===== src/rtl/range_window_ctrl.sv =====
// Purpose: sequences one min/max range-finder window (go, samples, finish) and holds the captured range.
// Latency: result_valid rises 2 edges after the last sample transfer; a 1-sample window adds the PRIME cycle.
// Backpressure: sample_ready only in ARM/ACCUM; result is held in DONE until result_ready.
module range_window_ctrl #(
    parameter int WIDTH = 10,
    parameter int LEN_W = 8
) (
    input  logic             i_clock,
    input  logic             i_reset_n,
    input  logic             i_start,
    input  logic [LEN_W-1:0] i_window_len,
    input  logic             i_abort,
    input  logic             i_sample_valid,
    input  logic [WIDTH-1:0] i_sample_data,
    output logic             o_sample_ready,
    output logic [WIDTH-1:0] o_rf_data,
    output logic             o_rf_go,
    output logic             o_rf_finish,
    input  logic [WIDTH-1:0] i_rf_range,
    input  logic             i_rf_error,
    output logic             o_result_valid,
    input  logic             i_result_ready,
    output logic [WIDTH-1:0] o_result_range,
    output logic             o_result_err,
    output logic             o_busy,
    output logic             o_cfg_err
);

    typedef enum logic [2:0] {
        S_IDLE    = 3'd0,
        S_ARM     = 3'd1,
        S_PRIME   = 3'd2,
        S_ACCUM   = 3'd3,
        S_FINISH  = 3'd4,
        S_CAPTURE = 3'd5,
        S_DONE    = 3'd6,
        S_DRAIN   = 3'd7
    } state_t;

    state_t             r_state;
    state_t             w_next_state;
    logic [LEN_W-1:0]   r_rem;
    logic [LEN_W-1:0]   w_next_rem;
    logic               w_load;
    logic               w_cfg_err;
    logic               w_sample_ready;
    logic               w_xfer;
    logic [WIDTH-1:0]   r_rf_data;
    logic               r_rf_go;
    logic               r_rf_finish;
    logic [WIDTH-1:0]   r_result_range;
    logic               r_result_err;
    logic               r_cfg_err;

    assign w_sample_ready = (r_state == S_ARM) || (r_state == S_ACCUM);
    assign w_xfer         = i_sample_valid && w_sample_ready;

    // Next-state, remaining-count and sample-load decode; abort beats a coincident transfer.
    always_comb begin
        w_next_state = r_state;
        w_next_rem   = r_rem;
        w_load       = 1'b0;
        w_cfg_err    = 1'b0;
        case (r_state)
            S_IDLE: begin
                if (i_start) begin
                    if (i_window_len != '0) begin
                        w_next_rem   = i_window_len;
                        w_next_state = S_ARM;
                    end else begin
                        w_cfg_err = 1'b1;
                    end
                end
            end
            S_ARM: begin
                if (i_abort) begin
                    // Datapath never saw go, so leave without a finish pulse.
                    w_next_state = S_IDLE;
                end else if (w_xfer) begin
                    w_load       = 1'b1;
                    w_next_rem   = r_rem - LEN_W'(1);
                    w_next_state = S_PRIME;
                end
            end
            S_PRIME: begin
                w_next_state = (r_rem == '0) ? S_FINISH : S_ACCUM;
            end
            S_ACCUM: begin
                if (i_abort) begin
                    w_next_state = S_DRAIN;
                end else if (w_xfer) begin
                    w_load     = 1'b1;
                    w_next_rem = r_rem - LEN_W'(1);
                    if (r_rem == LEN_W'(1)) begin
                        w_next_state = S_FINISH;
                    end
                end
            end
            S_FINISH:  w_next_state = S_CAPTURE;
            S_CAPTURE: w_next_state = S_DONE;
            S_DONE: begin
                if (i_result_ready) begin
                    w_next_state = S_IDLE;
                end
            end
            S_DRAIN:   w_next_state = S_IDLE;
            default:   w_next_state = S_IDLE;
        endcase
    end

    // State and remaining-sample counter.
    always_ff @(posedge i_clock or negedge i_reset_n) begin
        if (!i_reset_n) begin
            r_state <= S_IDLE;
            r_rem   <= '0;
        end else begin
            r_state <= w_next_state;
            r_rem   <= w_next_rem;
        end
    end

    // Datapath pins registered so go/finish line up exactly with PRIME and FINISH/DRAIN.
    always_ff @(posedge i_clock or negedge i_reset_n) begin
        if (!i_reset_n) begin
            r_rf_data   <= '0;
            r_rf_go     <= 1'b0;
            r_rf_finish <= 1'b0;
        end else begin
            if (w_load) begin
                r_rf_data <= i_sample_data;
            end
            r_rf_go     <= (w_next_state == S_PRIME);
            r_rf_finish <= (w_next_state == S_FINISH) || (w_next_state == S_DRAIN);
        end
    end

    // Result capture one cycle after finish, plus the config-error pulse.
    always_ff @(posedge i_clock or negedge i_reset_n) begin
        if (!i_reset_n) begin
            r_result_range <= '0;
            r_result_err   <= 1'b0;
            r_cfg_err      <= 1'b0;
        end else begin
            if (r_state == S_CAPTURE) begin
                r_result_range <= i_rf_range;
                r_result_err   <= i_rf_error;
            end
            r_cfg_err <= w_cfg_err;
        end
    end

    assign o_sample_ready = w_sample_ready;
    assign o_rf_data      = r_rf_data;
    assign o_rf_go        = r_rf_go;
    assign o_rf_finish    = r_rf_finish;
    assign o_result_valid = (r_state == S_DONE);
    assign o_result_range = r_result_range;
    assign o_result_err   = r_result_err;
    assign o_busy         = (r_state != S_IDLE);
    assign o_cfg_err      = r_cfg_err;

endmodule


===== config.mk =====
export PLATFORM = sky130hd
export DESIGN_NAME = range_window_ctrl
export DESIGN_NICKNAME = d
export VERILOG_FILES = /design/src/rtl/range_window_ctrl.sv
export SDC_FILE = /design/constraint.sdc
export NUM_CORES = 1
export LEC_CHECK = 0
export ABC_AREA = 0
export BUFFER_PORTS_ARGS = -buffer_cell sky130_fd_sc_hd__buf_4
export CORE_MARGIN = 4
export CORE_UTILIZATION = 45
export DETAILED_ROUTE_END_ITERATION = 16
export PLACE_DENSITY = 0.83
export SETUP_SLACK_MARGIN = 0.4
export SYNTH_ARGS = -nofsm -noshare
export SYNTH_HDL_FRONTEND = slang
export SYNTH_SLANG_ARGS = --single-unit

===== constraint.sdc =====
create_clock -name i_clock -period 2.2 [get_ports i_clock]
set_input_delay 0.33 -clock i_clock [delete_from_list [all_inputs] [get_ports i_clock]]
set_output_delay 0.33 -clock i_clock [all_outputs]
set_load 0.03 [all_outputs]

* Word-level counts from Yosys, hierarchy flattened
Index checks and enable logic that the tools add are counted.
** Storage, ports and cells
- Register bits after elaboration :: 35
- Logic and storage cells :: 55
** Cells by class
- Add/subtract/negate cells :: 1
- Equal/unequal tests :: 15
- Muxes and demuxes :: 21
- Reduce and logical (&&, ||, !) cells :: 10
** Operators with widths (number)
- two-way mux 8 bit :: 4
- two-way mux 3 bit :: 9
- one-hot mux 3 bit (8 select lines) :: 1
- equality test 3 bit (second input constant) :: 6
- one-hot mux 8 bit (2 select lines) :: 1
- equality test 3 x 2 -> 1 bit (second input constant) :: 3
- equality test 8 x 1 -> 1 bit (second input constant) :: 1
- logical NOT 8 bit :: 1
- nonzero test 8 bit :: 1
- subtractor 8 x 1 -> 8 bit (second input constant) :: 1
- two-way mux 1 bit :: 6
- inequality test 2 bit (second input constant) :: 3
- AND reduction 5 bit :: 1
- equality test 3 x 1 -> 1 bit (second input constant) :: 1
- logical NOT 3 bit :: 1
- nonzero test 3 bit :: 1
- logical OR 1 bit :: 2
- inequality test 2 x 1 -> 1 bit (second input constant) :: 1
- nonzero test 2 bit :: 1
- OR reduction 2 bit :: 1
- logical AND 1 bit :: 1

* Depth between registers and ports, before layout
Gate-level depths: netlist (run 1).
- Depth in word-level cells :: 8
- Mapped depth :: 7
- Mapped depth without buffers :: 6

* Worst setup path before layout (run 1)
OpenSTA, ideal clock, no wires.
- Kind :: flip-flop to flip-flop
- From :: register r_state[2]
- To :: register r_rem[5]
- Setup time :: 0.133 ns
- Data arrival time :: 1.574 ns
- Path slack :: 0.493 ns
- Stages on the path, launching flop included :: 8
- Clock period less this slack :: 1.707 ns
- Path through :: dfrtp_1 > nand2b_1 > buf_2 > inv_1 > clkbuf_1 > o21ai_0 > o21ai_0 > a22oi_1
** Between the ends
- Word-level cells in the longest chain between the ends :: 5
** Ends and longest elaborated chain
- from (decl) :: line 40 : state_t r_state;
- from (signal assigned) :: line 117 : r_state <= w_next_state;
- equality test 3 x 1 -> 1 bit / equality test 3 x 2 -> 1 bit (equally long branches) :: line 55 : assign w_sample_ready = (r_state == S_ARM) || (r_state == S_ACCUM);
- logical OR 1 bit (*) :: line 55
- named net o_sample_ready :: line 15 : output logic o_sample_ready,
- logical AND 1 bit (*) :: line 56 : assign w_xfer = i_sample_valid && w_sample_ready;
- inequality test 2 x 1 -> 1 bit (no line) (*)
- AND reduction 5 bit (no line) (*)
- to (signal assigned) :: line 118 : r_rem <= w_next_rem;
- to (decl) :: line 42 : logic [LEN_W-1:0] r_rem;
The timed path passes the listed nets; every way through them passes the cells marked *.
A chain may end at the register's enable or synchronous reset.

* Worst setup path in the final report (run 1)
- From :: register r_state[0]
- To :: output port o_busy
** Between the ends
- Word-level cells in the longest chain between the ends :: 1
** Ends and longest elaborated chain
- nonzero test 3 bit :: line 159 : assign o_busy = (r_state != S_IDLE);
- to (decl) :: line 25 : output logic o_busy,
No other way between the ends.

==> reports/qor_table.md, run 1 <==
| Quantity | Value |
| --- | --- |
| Insertion delay of the later-clocked pin in the worst-skew pair | 0.28 ns |
| Startpoint of the most critical register-to-register path | r_rem[2] |
| Placed inst area | 0.00221 mm^2 |
| Crit Reg-Reg Endpoint | r_rem[7] |
| Top cell types by occurrence after synthesis | dfrtp_1, mux2_2, o21ai_0 |
| Leak | 1.09 nW |
| Post-route standard cell area excluding fillers | 0.00234 mm^2 |
| CTS HTree Levels | 2 |
| Standard cell core area | 0.00366 mm^2 |
| Number of unique standard cell types used by synthesis | 40 |
| Nature of the critical path endpoint | primary output |
| Number of pins exceeding their max-slew limit in the final report | 0 |
| HPWL after detailed placement | 2940 um |
| Count of TritonRoute iterations in the first routing pass | 4 |
| Fraction of registers with async set/reset | 100% |
| Hold buffer count at CTS | 0 |
| Length in cells of the worst reg-to-reg path | 4 |
| Largest net degree at the start of global routing | 36 |
| Number of buffers added by the clock tree synthesis step | 5 |
| Antenna-violating nets left | 0 |
| Overflow left after global routing | 0 |
| Top layer reached by signal wires | met4 |
| Via count of the routed design | 1418 |
| Post-route minimum period | 1.76 ns |
| Hold_ws | -0.00990 ns |
| Number of buffer cells added on primary ports | 61 |
| Routed wirelength normalized by instance count | 14.9 um |
| Flops & latches, synth | 35 |
| Portion of the post-synthesis area used by sequential elements | 51.1% |
| Height of the chip | 69.7 um |
| WL met2 | 2110 um |
| Fmax | 0.568 GHz |
| Horizontal extent of the die | 69.7 um |
| Violation count after the first detailed-route iteration | 99 |
| Seq. cell area | 877 um^2 |
| Final period utilization | 80.0% |
| Class of the most critical hold timing path | primary input to asynchronous set/reset pin |
| Combined global-route utilization of all metal layers | 16.7% |
| Transition time at the pin with the least slew margin | 0.465 ns |
| Number of antenna violations at the first check in global routing | 0 |
| Status | finished, violations left |
| Initial core utilization | 46.8% |
| Post-synth top area cell | dfrtp_1 |
| Setup TNS | 0 ns |
| Total of max-cap violations | 0 |
| Diode count | 0 |
| Buffer levels on the longest clock path | 2 |
| CP arrival | 1.43 ns |
| Number of enable flip-flop cells after synthesis | 0 |
| Share of the synthesized area in the top cell type | 51.1% |
| Layout Nets | 253 |
| Peak supply drop | 0.000782 V |
| Area Overhead vs Synth | 36.9% |
| Endpoints failing setup | 0 |
| Total nets after synthesis | 184 |
| Fin. Hold Viols | 29 |
| Total power of the final layout | 3.49 mW |
| Setup repair after global routing missed its margin | yes |
| Clock Root Buffer | clkbuf_8 |
| Via count of the first global-routing pass | 1484 |
| Synth Cell Area | 0.00171 mm^2 |
| Fillers | 306 |
| Number of warnings printed during yosys synthesis | 0 |
| Most frequent cell after synthesis | dfrtp_1 |
| Mean instance size in the synthesized netlist | 11.7 um^2 |
| Total Routed Length | 3920 um |
| Max transition margin | 68.9% |
| Count of standard-cell rows | 22 |
| Pwr Density | 1490 mW/mm^2 |
| Startpoint type of the worst setup path | flop |
| Routed met1 length | 1530 um |
| Top cells by area in the synthesized netlist | dfrtp_1, mux2_2, o21ai_0, nor4_4, ha_1 |
| Full die area | 0.00486 mm^2 |
| Count of mapped cells out of synthesis | 146 |
| Final setup skew | 0.00349 ns |
| Multi-input combinational cell area | 783 um^2 |
| I/O pin total | 62 |
| Violations in the final reports | hold timing |
| Worst Setup Path Type | flop to primary output |
| Number of vias per cell after detailed routing | 5.39 |
| DRC violation count after routing | 0 |
| Global-route wire length before repair | 6530 um |
| WP data required | 1.87 ns |
| Dominant synthesized flop cell | dfrtp_1 |
| Clock tree from TritonCTS | done |
| Crit Path Max Fanout | 9 |
| Metal3 WL | 208 um |
| Total clock sinks | 35 |
| Minimum setup slack among reg-to-reg paths | 0.50 ns |
| Final RePlAce weighted congestion | 0.919 |
| Clock-pin transition on the worst setup and hold timing paths | 0.07 ns |
| Ratio of cells with drive above 1 in the final layout | 50.7% |
## layer usage
metal	up-vias	track usage (%)
li1	672	-
met1	698	20.2
met2	39	27.9
met3	9	4.06
met4	0	7.66
met5	-	0
## power breakdown
group	leakage, nW	internal [mW]	switching [mW]
logic	0.632	0.827	1.04
clock network	0.0470	0.245	0.207
registers	0.416	0.952	0.213
## critical path, cell delays in order, from the launching register on
cell	delay, ns
dfrtp_2	0.46
or3_2	0.50
buf_4	0.18
## flip-flops by register name, indices dropped and copies added, names as in the netlist
| signal | flops |
|---|---|
| r_state | 3 |
| r_rem | 8 |
| o_cfg_err | 1 |
| o_rf_data | 10 |
| o_result_range | 10 |
| o_rf_finish | 1 |
| o_rf_go | 1 |
| o_result_err | 1 |
## stage by stage
| stage | util (%) | instances | setup WS (ns) | hold WS, ns |
|---|---|---|---|---|
| global route | 64.0 | 263 | 0.388 | 0.0182 |
| detailed placement | 60.5 | 251 | 0.349 | 0.309 |
| CTS | 63.0 | 258 | 0.410 | 0.00116 |
| finish | 64.0 | 263 | 0.440 | -0.00990 |
| floorplan | - | 146 | 0.493 | 0.0344 |
| global placement | 60.5 | 251 | 0.388 | 0.307 |
## cells by family (layout without fill, tap and decap cells)
| family | Yosys count | after routing | synth area share (%) |
|---|---|---|---|
| simple gates | 39 | 39 | 15.3 |
| flops | 35 | 35 | 51.1 |
| mux | 21 | 21 | 13.8 |
| fa+ha+maj | 3 | 3 | 2.19 |
| buf+inv | 14 | 82 | 3.80 |
| compound gates | 34 | 35 | 13.8 |
## how the worst max path moves through the flow
stage                    start        to  slack [ns]  cells past startpoint
floorplan           r_state[2]  r_rem[5]        0.49                      7
global placement    r_state[0]  r_rem[7]        0.39                      4
detailed placement  r_state[0]  r_rem[1]        0.35                      4
CTS                 r_state[0]    o_busy        0.41                      2
global route          r_rem[2]  r_rem[7]        0.39                      4
finish              r_state[0]    o_busy        0.44                      2
## cell usage in the layout, fill, tap and decap left out, types with 2 or more instances in the layout
master	n
nand2_1	8
a41oi_1	2
ha_1	3
nor3_1	3
dfrtp_1	34
a21oi_1	4
mux2_2	21
nor4_4	2
o21ai_0	11
inv_1	6
or3_1	4
buf_4	68
nand3_1	2
o22ai_1	3
nor2_1	6
o2bb2ai_1	2
clkbuf_8	6
a22oi_1	4
and2b_2	2
## area by class of cell
class | count | area share (%)
Sequential cell | 35 | 37.4
Multi-Input combinational cell | 98 | 33.4
Timing Repair Buffer | 68 | 21.8
Clock buffer | 6 | 3.52
Tap cell | 48 | 2.56
Inverter | 7 | 1.12
Clock inverter | 1 | 0.213
## timing repair
action                                  CTS  global route
buffers inserted                          0             4
endpoints found under the setup margin    8             6
cloned                                    0             1
gates resized for setup                   3             0
pin swaps                                 0             1
(Power assumes the default switching activity.)
==> inputs of run 2 (changes only) <==
--- a/config.mk
+++ b/config.mk
@@ -8,9 +8,9 @@
 export ABC_AREA = 0
 export BUFFER_PORTS_ARGS = -buffer_cell sky130_fd_sc_hd__buf_4
 export CORE_MARGIN = 4
-export CORE_UTILIZATION = 45
+export CORE_UTILIZATION = 44
 export DETAILED_ROUTE_END_ITERATION = 16
-export PLACE_DENSITY = 0.83
+export PLACE_DENSITY = 0.84
 export SETUP_SLACK_MARGIN = 0.4
 export SYNTH_ARGS = -nofsm -noshare
 export SYNTH_HDL_FRONTEND = slang
==> constraint.sdc (replaced) <==
create_clock -name i_clock -period 1.55 [get_ports i_clock]
set_input_delay 0.2325 -clock i_clock [delete_from_list [all_inputs] [get_ports i_clock]]
set_output_delay 0.2325 -clock i_clock [all_outputs]
set_load 0.03 [all_outputs]
==> run 2 against run 1 <==
Against the previous run: the flow finishes with violations (setup timing); largest power group unchanged; first-iteration DRC count grew 120%; worst hold slack gained 0.16 ns; design area grew 30%; cell count grew 16%; critical path type is now flop to flop; sequential cell count is the same; wire length grew 80%.
==> reports/qor_table.md, run 2 (same netlist as run 1, synthesis figures left out) <==
| Quantity | Value | Change |
| --- | --- | --- |
| Status | finished, violations left | unchanged |
| Violations in the final reports | setup timing | was hold timing |
| CTS HTree Levels | 2 | unchanged |
| Crit Path Max Fanout | 6 | was 9 |
| Sw Share | 42.1% | was 42.0% |
| Class of the most critical hold timing path | primary input to flop | was primary input to asynchronous set/reset pin |
| Critical path destination | r_rem[7] | was o_busy |
| Max transition margin | 69.4% | was 68.9% |
| Number of non-filler instances in the completed layout | 305 | was 263 |
| Crit Reg-Reg Endpoint | r_rem[7] | unchanged |
| Final RePlAce weighted congestion | 0.908 | was 0.919 |
| Total Routed Length | 7040 um | was 3920 um |
| Horizontal extent of the die | 70.4 um | was 69.7 um |
| Number of pins exceeding their max-slew limit in the final report | 0 | unchanged |
| GRT Max-Usage Layer | met2 | unchanged |
| I/O pin total | 62 | unchanged |
| Routed wirelength normalized by instance count | 23.1 um | was 14.9 um |
| Transition time at the pin with the least slew margin | 0.459 ns | was 0.465 ns |
| Number of buffer cells added on primary ports | 61 | unchanged |
| Internal | 4.02 mW | was 2.02 mW |
| Total of max-cap violations | 0 | unchanged |
| Global-route met3 utilization | 7.34% | was 4.06% |
| Commonest non-fill, non-tap cell in the layout | buf_4 | unchanged |
| Startpoint type of the worst setup path | flop | unchanged |
| Max stage delay cell, worst path | dfrtp_1 | was or3_2 |
| Initial core utilization | 46.1% | was 46.8% |
| Final setup skew | 0.00962 ns | was 0.00349 ns |
| Worst setup startpoint | r_state[0] | unchanged |
| Length in cells of the worst reg-to-reg path | 10 | was 4 |
| Reg power frac | 24.1% | was 33.4% |
| Fraction of met2 tracks used by global routing | 37.3% | was 27.9% |
| Part of the total power dissipated in the clock network | 12.3% | was 13.0% |
| CP arrival | 1.98 ns | was 1.43 ns |
| Endpoints failing setup | 25 | was 0 |
| WP data required | 1.76 ns | was 1.87 ns |
| Count of TritonRoute iterations in the first routing pass | 4 | unchanged |
| Overflow left after global routing | 0 | unchanged |
| Nature of the critical path endpoint | flop | was primary output |
| Cell chain of the critical path | buf_6 > buf_8 > nand2b_4 > buf_6 > clkinv_8 > clkbuf_2 > buf_4 > o21ai_0 > o21ai_0 > a22oi_1 | was or3_2 > buf_4 |
| Count of standard-cell rows | 22 | unchanged |
| Post-placement cell count | 275 | was 251 |
| Critical path's largest stage delay | 0.41 ns | was 0.50 ns |
| Fmax | 0.567 GHz |  |
| Height of the chip | 70.4 um | was 69.7 um |
| Peak supply drop | 0.00132 V | was 0.000782 V |
| Clock tree from TritonCTS | done | unchanged |
| Number of vias per cell after detailed routing | 5.79 | was 5.39 |
| Leak | 1.48 nW | was 1.09 nW |
| Combinational Power Share | 63.6% | was 53.6% |
| Number of antenna violations at the first check in global routing | 0 | unchanged |
| Antenna-violating nets left | 0 | unchanged |
| Layout Nets | 294 | was 253 |
| Buffer levels on the longest clock path | 2 | unchanged |
| Worst Setup Path Type | flop to flop | was flop to primary output |
| Total clock sinks | 35 | unchanged |
| Setup TNS | -2.04 ns | was 0 ns |
| Area Overhead vs Synth | 78.1% | was 36.9% |
| HPWL after detailed placement | 3480 um | was 2940 um |
| Pwr Density | 2280 mW/mm^2 | was 1490 mW/mm^2 |
| Standard cell core area | 0.00372 mm^2 | was 0.00366 mm^2 |
| Number of buffers added by the clock tree synthesis step | 5 | unchanged |
| Startpoint of the most critical register-to-register path | r_state[0] | was r_rem[2] |
| Via count of the routed design | 1767 | was 1418 |
| Commonest non-fill, non-tap cells in the layout | buf_4, dfrtp_1, mux2_4 | was buf_4, dfrtp_1, mux2_2 |
| Clock Root Buffer | clkbuf_8 | unchanged |
| Minimum setup slack among reg-to-reg paths | -0.21 ns | was 0.50 ns |
| Setup repair after global routing missed its margin | yes | unchanged |
| Final period utilization | 114% |  |
| Switching power | 2.93 mW | was 1.46 mW |
| Clock-pin transition on the worst setup and hold timing paths | 0.08 ns | was 0.07 ns |
| Post-route minimum period | 1.76 ns |  |
| Fin. Hold Viols | 0 | was 29 |
| Total power of the final layout | 6.95 mW | was 3.49 mW |
| Met1 track demand over resource in global routing | 27.3% | was 20.2% |
| Diode count | 0 | unchanged |
| Largest net degree at the start of global routing | 36 | unchanged |
| Full die area | 0.00496 mm^2 | was 0.00486 mm^2 |
| Via count of the first global-routing pass | 1779 | was 1484 |
| Ratio of cells with drive above 1 in the final layout | 67.3% | was 50.7% |
| Violation count after the first detailed-route iteration | 216 | was 99 |
| Global-route wire length before repair | 8740 um | was 6530 um |
| Combined global-route utilization of all metal layers | 23.0% | was 16.7% |
| DRC violation count after routing | 0 | unchanged |
| Post-layout worst setup margin | -0.215 ns | was 0.440 ns |
| Insertion delay of the later-clocked pin in the worst-skew pair | 0.30 ns | was 0.28 ns |
-- run 2: cell types whose count changed in the layout (fill, tap and decap cells not counted), moves of 4 or more --
cell / delta
mux2_2: -20
mux2_4: +20
buf_4: +19
buf_6: +15
o21ai_0: -4
-- run 2: area by class of cell --
cell class / instances / area, um^2
clock buffers: 5 / 68.8
clock inverters: 3 / 43.8
fillers: 198 / 666
inverters: 7 / 38.8
multi-input cells: 97 / 996
flip-flops and latches: 35 / 878
well taps: 48 / 60.1
repair buffers: 110 / 965
-- run 2: per-layer routing --
metal  wire (um)  share of wire, %
met5           0                 0
met3         518               7.4
met4         288               4.1
met2        3510                50
met1        2730                39
-- run 2: worst min path at each step --
stage                              endpoint  cells past startpoint           from  slack [ns]
after floorplan                   o_cfg_err                      0      i_reset_n       -0.06
after global placement             r_rem[5]                      1      i_reset_n        0.20
after detailed placement           r_rem[5]                      1      i_reset_n        0.20
after CTS                 o_result_range[9]                      2  i_rf_range[9]        0.16
after global routing      o_result_range[9]                      2  i_rf_range[9]        0.14
final                     o_result_range[9]                      2  i_rf_range[9]        0.15
-- run 2: power groups by stage --
stage	logic, mW	registers, mW	clock network [mW]
3_3_place_gp	3.21	1.57	0
3_5_place_dp	3.28	1.62	0
4_1_cts	3.72	1.61	0.835
5_1_grt	4.58	1.72	0.903
6_report	4.42	1.67	0.858
2_1_floorplan	1.51	2.21	0
-- run 2: repair_timing --
action	4_1_cts	5_1_grt
hold buffers	1	0
resized for setup	29	27
buffers inserted	8	11
pin swaps	12	10
cloned	1	1
setup endpoints to repair	37	38
endpoints found under the hold margin	35	0
-- run 2: critical path: cells and delay by family, from the launching register on --
family | cells | cell delay (ns)
AO/OA/AOI/OAI | 3 | 0.40
buffers and inverters | 6 | 0.76
AND/OR/NAND/NOR | 1 | 0.08
flip-flops | 1 | 0.41
-- run 2: through the flow --
stage | cell area [um^2] | utilization (%) | setup slack [ns] | hold WS [ns]
3_5_place_dp | 2500 | 67.3 | -0.0895 | 0.204
3_3_place_gp | 2500 | 67.3 | -0.0570 | 0.205
5_1_grt | 3050 | 82.1 | -0.305 | 0.145
6_report | 3050 | 82.1 | -0.215 | 0.150
4_1_cts | 2830 | 76.0 | -0.0918 | 0.159
2_1_floorplan | 1860 | - | -0.0544 | -0.0631
==> inputs of run 3 (changes only) <==
--- a/config.mk
+++ b/config.mk
@@ -7,10 +7,12 @@
 export LEC_CHECK = 0
 export ABC_AREA = 0
 export BUFFER_PORTS_ARGS = -buffer_cell sky130_fd_sc_hd__buf_4
+export CELL_PAD_IN_SITES_DETAIL_PLACEMENT = 2
+export CELL_PAD_IN_SITES_GLOBAL_PLACEMENT = 2
 export CORE_MARGIN = 4
-export CORE_UTILIZATION = 44
+export CORE_UTILIZATION = 27
 export DETAILED_ROUTE_END_ITERATION = 16
-export PLACE_DENSITY = 0.84
+export PLACE_DENSITY = 0.83
 export SETUP_SLACK_MARGIN = 0.4
 export SYNTH_ARGS = -nofsm -noshare
 export SYNTH_HDL_FRONTEND = slang
==> run 3 against run 2 <==
Against the previous run: the flow still finishes with violations (setup timing); wire length grew 7.7%; sequential share of layout area down 1.0 points; clock power is 2.9% higher; setup slack gained 0.063 ns; count of clock-buffer cells in the layout rose by 1; non-clock buffer count did not move; critical path depth decreased by 5; worst hold slack improved by 0.020 ns; clock skew down 0.0065 ns; via count is 4.4% lower; global-route usage down 4.5 points; combinational power up 3%; highest routed layer unchanged.
==> reports/qor_table.md, run 3 (same netlist as run 1, synthesis figures left out) <==
| Quantity | Value | Change |
| --- | --- | --- |
| Status | finished, violations left | unchanged |
| Violations in the final reports | setup timing | unchanged |
| Reg power frac | 23.4% | was 24.1% |
| Switching power | 2.97 mW | was 2.93 mW |
| Internal | 4.13 mW | was 4.02 mW |
| Worst Setup Path Type | flop to flop | unchanged |
| Startpoint type of the worst setup path | flop | unchanged |
| Largest net degree at the start of global routing | 36 | unchanged |
| Via count of the first global-routing pass | 1879 | was 1779 |
| Final setup skew | 0.00315 ns | was 0.00962 ns |
| Area Overhead vs Synth | 84.5% | was 78.1% |
| Setup TNS | -1.05 ns | was -2.04 ns |
| I/O pin total | 62 | unchanged |
| Via count of the routed design | 1689 | was 1767 |
| Nature of the critical path endpoint | flop | unchanged |
| Transition time at the pin with the least slew margin | 0.481 ns | was 0.459 ns |
| Number of antenna violations at the first check in global routing | 0 | unchanged |
| Ratio of cells with drive above 1 in the final layout | 70.0% | was 67.3% |
| Count of TritonRoute iterations in the first routing pass | 4 | unchanged |
| Clock Root Buffer | clkbuf_8 | unchanged |
| Layout Nets | 294 | unchanged |
| Global-route wire length before repair | 10500 um | was 8740 um |
| Count of standard-cell rows | 28 | was 22 |
| Combined global-route utilization of all metal layers | 18.5% | was 23.0% |
| Total clock sinks | 35 | unchanged |
| Commonest non-fill, non-tap cell in the layout | buf_4 | unchanged |
| Post-route minimum period | 1.70 ns | was 1.76 ns |
| Final RePlAce weighted congestion | 0.811 | was 0.908 |
| Diode count | 0 | unchanged |
| Combinational Power Share | 64.2% | was 63.6% |
| Endpoints failing setup | 11 | was 25 |
| Leak | 1.50 nW | was 1.48 nW |
| Fmax | 0.588 GHz | was 0.567 GHz |
| WP data required | 1.72 ns | was 1.76 ns |
| DRC violation count after routing | 0 | unchanged |
| Commonest non-fill, non-tap cells in the layout | buf_4, dfrtp_1, mux2_4 | unchanged |
| Class of the most critical hold timing path | primary input to flop | unchanged |
| Multi-input combinational cell area | 0.00104 mm^2 | was 996 um^2 |
| Clock-pin transition on the worst setup and hold timing paths | 0.08 ns | about the same |
| CP arrival | 1.88 ns | was 1.98 ns |
| Clock tree from TritonCTS | done | unchanged |
| Peak supply drop | 0.00121 V | was 0.00132 V |
| Setup repair after global routing missed its margin | yes | unchanged |
| Initial core utilization | 28.4% | was 46.1% |
| Buffer levels on the longest clock path | 2 | unchanged |
| Number of vias per cell after detailed routing | 5.09 | was 5.79 |
| Part of the total power dissipated in the clock network | 12.4% | was 12.3% |
| Fin. Hold Viols | 0 | unchanged |
| Max transition margin | 68.0% | was 69.4% |
| Height of the chip | 87.7 um | was 70.4 um |
| Crit Path Max Fanout | 3 | was 6 |
| Standard cell core area | 0.00603 mm^2 | was 0.00372 mm^2 |
| Overflow left after global routing | 0 | unchanged |
| Final period utilization | 110% | was 114% |
| Number of buffers added by the clock tree synthesis step | 5 | unchanged |
| Fillers | 597 | was 198 |
| Number of pins exceeding their max-slew limit in the final report | 0 | unchanged |
| Total Routed Length | 7580 um | was 7040 um |
| Number of buffer cells added on primary ports | 61 | unchanged |
| Antenna-violating nets left | 0 | unchanged |
| Post-layout worst setup margin | -0.151 ns | was -0.215 ns |
| Violation count after the first detailed-route iteration | 62 | was 216 |
| Routed wirelength normalized by instance count | 22.8 um | was 23.1 um |
| Place WS | -0.107 ns | was -0.0895 ns |
| Full die area | 0.00768 mm^2 | was 0.00496 mm^2 |
| Horizontal extent of the die | 87.7 um | was 70.4 um |
| Sw Share | 41.8% | was 42.1% |
| Total of max-cap violations | 0 | unchanged |
| HPWL after detailed placement | 4340 um | was 3480 um |
| CTS HTree Levels | 2 | unchanged |
| Pwr Density | 2250 mW/mm^2 | was 2280 mW/mm^2 |
| Seq. cell area | 877 um^2 | was 878 um^2 |
| Insertion delay of the later-clocked pin in the worst-skew pair | 0.29 ns | was 0.30 ns |
[run 3: through the flow]
step | instance area [um^2] | hold WS, ns | instances | util [%] | power [mW]
global placement | 2560 | 0.219 | 304 | 42.5 | 4.91
floorplan | 1860 | -0.0631 | 146 | - | 3.72
detailed placement | 2560 | 0.227 | 304 | 42.5 | 5.07
finish | 3160 | 0.169 | 332 | 52.5 | 7.10
global route | 3160 | 0.158 | 332 | 52.5 | 7.47
CTS | 3010 | 0.165 | 327 | 49.9 | 6.57
[run 3: timing repair]
| item | in CTS | in global routing |
|---|---|---|
| pin swaps | 12 | 11 |
| gates cloned | 2 | 0 |
| setup endpoints to repair | 36 | 38 |
| gates resized for setup | 39 | 28 |
| setup buffers | 12 | 5 |
| endpoints found under the hold margin | 35 | 0 |
| hold buffers | 1 | 0 |
[run 3: layout make-up]
class	count	area share (%)
well taps	75	2.97
flip-flops and latches	35	27.8
inverters	7	1.07
repair buffers	110	31.5
multi-input cells	97	33.0
clock inverters	2	1.11
clock buffers	6	2.61
[run 3: power groups by stage]
stage	logic (mW)	clock network, mW	registers, mW
finish	4.55	0.883	1.66
global placement	3.32	0	1.59
detailed placement	3.43	0	1.63
global route	4.80	0.949	1.72
floorplan	1.51	0	2.21
CTS	4.05	0.885	1.64
[run 3: metal layers]
layer | part of all wire (%) | global-route usage [%] | wire, um
met2 | 53 | 32.9 | 4050
met5 | 0 | 0 | 0
met4 | 2.7 | 5.86 | 205
met1 | 40 | 22.4 | 3000
met3 | 4.2 | 3.57 | 322
[run 3: path summary, 6_finish.rpt]
check | startpoint | end | cells past startpoint | slack (ns)
max | r_state[0] | r_rem[6] | 5 | -0.15
min | i_rf_range[0] | o_result_range[0] | 2 | 0.17
max reg2reg | r_state[0] | r_rem[6] | 5 | -0.15
min reg2reg | o_rf_data[8] | o_rf_data[8] | 1 | 0.52
max in group asynchronous | i_reset_n | r_rem[0] | 2 | 0.74
min in group asynchronous | i_reset_n | o_cfg_err | 2 | 0.43
[run 3: worst max-delay path, stage by stage (launching register included)]
cell,delay (ns)
dfrtp_1,0.39
or4b_4,0.57
a21oi_4,0.18
buf_6,0.13
nor3b_2,0.04
a221o_1,0.27
